File: src/rtl/prog_sequencer.sv
// Program-level sequencer ahead of instruction fetch: holds the PC while idle, injects
// a one-cycle jump to each program's base, and acks on halt. Macro SEQ_CYCLE_COUNT_EN adds the RUN cycle counter.
module prog_sequencer #(
  parameter int         NUM_PROGS  = 3,
  parameter logic [9:0] PROG_BASE0 = 10'd0,
  parameter logic [9:0] PROG_BASE1 = 10'd256,
  parameter logic [9:0] PROG_BASE2 = 10'd512,
  parameter logic [9:0] PROG_BASE3 = 10'd768,
  parameter int         CYC_W      = 16
) (
  input  logic             Clk,
  input  logic             Reset,
  input  logic             Req,
  input  logic             Halt,
  output logic             Start,
  output logic             SeqJump,
  output logic [9:0]       SeqTarget,
  output logic             SeqAbsOrRel,
  output logic [1:0]       ProgIdx,
  output logic             Busy,
  output logic             Ack,
  output logic [CYC_W-1:0] CycleCount
);

  typedef enum logic [1:0] {IDLE, LOAD, RUN, DONE} state_t;

  localparam logic [1:0] LAST_IDX = 2'(NUM_PROGS - 1);

  state_t     state_q, state_d;
  logic [1:0] idx_q;

  always_ff @(posedge Clk) begin
    if (Reset) begin
      state_q <= IDLE;
      idx_q   <= 2'd0;
    end else begin
      state_q <= state_d;
      // program index advances as the bench releases Req after Ack
      if (state_q == DONE && !Req)
        idx_q <= (idx_q == LAST_IDX) ? 2'd0 : idx_q + 2'd1;
    end
  end

  always_comb begin
    state_d = state_q;
    Start   = 1'b0;
    SeqJump = 1'b0;
    Busy    = 1'b0;
    Ack     = 1'b0;
    case (state_q)
      IDLE: begin
        Start = 1'b1;
        if (Req) state_d = LOAD;
      end
      LOAD: begin
        SeqJump = 1'b1;
        Busy    = 1'b1;
        state_d = RUN;
      end
      RUN: begin
        Busy = 1'b1;
        if (Halt) state_d = DONE;
      end
      DONE: begin
        Start = 1'b1;
        Ack   = 1'b1;
        if (!Req) state_d = IDLE;
      end
      default: state_d = IDLE;
    endcase
  end

  always_comb begin
    case (idx_q)
      2'd0:    SeqTarget = PROG_BASE0;
      2'd1:    SeqTarget = PROG_BASE1;
      2'd2:    SeqTarget = PROG_BASE2;
      default: SeqTarget = PROG_BASE3;
    endcase
  end

  assign SeqAbsOrRel = 1'b0;
  assign ProgIdx     = idx_q;

`ifdef SEQ_CYCLE_COUNT_EN
  logic [CYC_W-1:0] cnt_q;

  // counts every RUN cycle including the halt cycle; sticks at all-ones
  always_ff @(posedge Clk) begin
    if (Reset)
      cnt_q <= '0;
    else if (state_q == LOAD)
      cnt_q <= '0;
    else if (state_q == RUN && cnt_q != '1)
      cnt_q <= cnt_q + CYC_W'(1);
  end

  assign CycleCount = cnt_q;
`else
  assign CycleCount = '0;
`endif

endmodule

File: config.mk
export PLATFORM = sky130hd
export DESIGN_NAME = prog_sequencer
export DESIGN_NICKNAME = d
export VERILOG_FILES = /design/src/rtl/prog_sequencer.sv
export SDC_FILE = /design/constraint.sdc
export NUM_CORES = 1
export LEC_CHECK = 0
export ABC_AREA = 1
export CORE_MARGIN = 2
export CORE_UTILIZATION = 37
export CTS_BUF_LIST = sky130_fd_sc_hd__clkbuf_8
export DETAILED_ROUTE_END_ITERATION = 7
export PLACE_DENSITY_LB_ADDON = 0.3
export SLEW_MARGIN = 15
export SYNTH_ARGS = -nofsm -noshare
export SYNTH_HDL_FRONTEND = slang
export SYNTH_SLANG_ARGS = --single-unit
File: constraint.sdc
create_clock -name Clk -period 2.29 [get_ports Clk]
set_input_delay 0.458 -clock Clk [delete_from_list [all_inputs] [get_ports Clk]]
set_output_delay 0.458 -clock Clk [all_outputs]
set_load 0.01 [all_outputs]
==> results.cfg, run 1 <==
[floorplan]
placeableCoreArea_um2 = 1280
die_area_um2 = 1660
die_x_um = 40.7
effective_utilization_at_floorplan = 0.388
num_io_pins = 37
core.rowCount = 13
dieHeight_um = 40.7

[synthesis]
synth_most_common_cell = sky130_fd_sc_hd__buf_4
ys.flop_type = sky130_fd_sc_hd__dfxtp_1
synth.top_cell.area_share = 0.377
synthTopCellsByArea = sky130_fd_sc_hd__buf_4 (38%), sky130_fd_sc_hd__dfxtp_1 (16%), sky130_fd_sc_hd__ha_1 (13%)
syn-mean-instance-area_um2 = 7.66
yosys_register_bits = 4
seq_area_frac_synth = 0.161
synth.largest_area_cell = sky130_fd_sc_hd__buf_4
synth_common_cells = sky130_fd_sc_hd__buf_4 (25), sky130_fd_sc_hd__nand2_1 (7), sky130_fd_sc_hd__nor2_1 (7)
yosys_warnings = 0
synthesis.area_um2 = 498
post_synth_inst_count = 65
synth_edf_count = 0
synth_async_sr_flop_share = 0
number_of_distinct_library_cells_after_synthesis = 15

[timing]
fmax_mhz = 473
finalCriticalPeriod_ns = 2.11
setup_violations = 0
fin_skew_ns = 0.00159
rsz0062_at_grt = false
hold_viol = 0
setup-tns-final_ns = 0
final.period_utilization = 0.923
slew_viol_final = 0

[clock_network]
clock_tree.buffer_depth = 2
cts_sinks = 4
clk_lat_worst_skew_ns = 0.21
clock_tree.root_cell = sky130_fd_sc_hd__clkbuf_8
clock_tree_from_tritoncts = done
cts_hold_buf = 0
htree_levels = 1
postCtsSetupRepairBufs = 0
path_clk_slew_ns = 0.03
post_cts_resized = 0
cts_buffers = 3

[grt]
grt_use_total = 0.0911
wire_length_of_the_first_global_routing_pass_um = 938
antenna_violations_before_repair = 0
grt_remaining_overflow = 0
first_global_vias = 247
grt_max_degree = 6

[worst_setup_path]
ff2ff_setup_slack_ns = 1.07
timing.critical_path.slowest_cell_delay_ns = 0.52
critPathSlowestCell = sky130_fd_sc_hd__clkdlybuf4s50_1
required_time_of_the_critical_path_ns = 1.83
peak_fanout_along_the_critical_path = 4
reg2reg_from = state_q[0]$_SDFFE_PP0P_
critical_path.cell_chain = bufinv_8, ha_1, inv_1, clkdlybuf4s50_1
cp_data_arrival_time_ns = 1.66
timing.reg2reg.worst_path_depth = 7
crit_path_start_kind = register
worst-setup-path-type = register to output port
timing.critical_path.to_type = output port
crit-reg2reg-capture = state_q[1]$_SDFFE_PP0P_

[cells_and_area]
multiInputGateArea_um2 = 259
final_layout_size_suffix_gt1_frac = 0.118
fill_cells = 144
sequential_cell_area_um2 = 80.1
final_cell_utilization_of_the_core = 0.438
area_delta_synth_final_pct = 13.1
antenna_cells = 0
final_net_count = 87

[hold_path]
whs_path_depth = 2
worstHoldEndpoint = ProgIdx[0]$_SDFFE_PP0P_
worst_min_delay_path_category = register to register
min_from = ProgIdx[0]$_SDFFE_PP0P_

[drt]
drt_first_pass_iters = 2
drt_drc_violations_left = 0
drt-total-wl_um = 649
vias_after_detailed_routing = 309
ant_nets = 0
drt-initial-drc-count = 2
avgViaCountPerCell = 3.40
detail_route.wl_per_cell_um = 7.13

[power_and_ir_drop]
power.leakage_uw = 0.000300
worst_ir_drop_vdd_uv = 536
power_density_nw_per_um2 = 1150

[placed_design]
place.detailed.hpwl_um = 541
io_buffers = 11
routabilityCongestion = 0.642

[run_status]
outcome = complete, no violations

[run]
cap_viol_max_count = 0
-- power by group --
group	total, uW	leakage, uW	internal, uW	switching (uW)
combinational	392	0.000245	221	171
sequential	111	0.0000329	92.6	18.4
clock	144	0.0000216	112	32.5
-- logic make-up after synthesis --
kind of cell | share of synthesized area
buffers and inverters | 0.500
AND/OR/NAND/NOR | 0.166
AO/OA/AOI/OAI | 0.0402
other | 0.00753
adder cells (fa/ha/maj) | 0.126
flip-flops | 0.161
-- state kept, by name, summed over array words and instances (netlist names) --
name     flops
ProgIdx      2
state_q      2
-- worst max-delay path by stage --
stage               depth (start not counted)  slack, ns  endpoint                     from
floorplan                                   3       0.86     Start  state_q[0]$_SDFFE_PP0P_
global placement                            4       0.40     Start  state_q[0]$_SDFFE_PP0P_
detailed placement                          4       0.39     Start  state_q[0]$_SDFFE_PP0P_
CTS                                         4       0.16     Start  state_q[0]$_SDFFE_PP0P_
global route                                4       0.08     Start  state_q[0]$_SDFFE_PP0P_
finish                                      4       0.18     Start  state_q[0]$_SDFFE_PP0P_
-- routing by layer --
| metal | global-route usage | vias up | wire length (um) |
|---|---|---|---|
| li1 | - | 164 | - |
| met5 | 0 | - | 0 |
| met3 | 0.0163 | 0 | 84 |
| met2 | 0.143 | 22 | 296 |
| met1 | 0.107 | 123 | 268 |
| met4 | 0.0750 | 0 | 0 |
-- critical path, delay by kind of cell, from the launching register on --
family,cells,cell delay [ns]
fa+ha+maj,1,0.31
buf+inv,3,0.78
flops,1,0.35
-- cells in the final DEF, fill, tap and decap left out, drive strengths merged, types with 2 or more instances in the layout --
cell / count
clkdlybuf4s50: 11
a21oi: 2
nor2: 7
inv: 5
clkbuf: 3
nand2: 8
dfxtp: 4
bufinv: 2
conb: 25
ha: 5
o21ai: 2
-- layout make-up --
class | count | area share
Tap cell | 15 | 0.0333
Sequential cell | 4 | 0.142
Inverter | 7 | 0.0956
Timing Repair Buffer | 11 | 0.196
Multi-Input combinational cell | 51 | 0.460
Clock buffer | 3 | 0.0733
-- per-stage QoR --
| step | instance area (um2) | total power [uW] | worst slack, ns | cells | hold slack [ns] |
|---|---|---|---|---|---|
| 6_report | 563 | 647 | 0.177 | 91 | 0.499 |
| 5_1_grt | 563 | 711 | 0.0842 | 91 | 0.538 |
| 4_1_cts | 563 | 660 | 0.158 | 91 | 0.503 |
| 3_5_place_dp | 522 | 510 | 0.395 | 88 | 0.499 |
| 3_3_place_gp | 522 | 506 | 0.396 | 88 | 0.494 |
| 2_1_floorplan | 588 | 402 | 0.864 | 89 | 0.512 |
Note: power is estimated with default switching activity, not from simulation.
==> inputs of run 2 (changes only) <==
--- a/config.mk
+++ b/config.mk
@@ -6,6 +6,7 @@
 export NUM_CORES = 1
 export LEC_CHECK = 0
 export ABC_AREA = 1
+export CAP_MARGIN = 20
 export CORE_MARGIN = 2
 export CORE_UTILIZATION = 37
 export CTS_BUF_LIST = sky130_fd_sc_hd__clkbuf_8
==> results of run 2 <==
No change in the layout: final DEF, timing and power equal those of run 1.
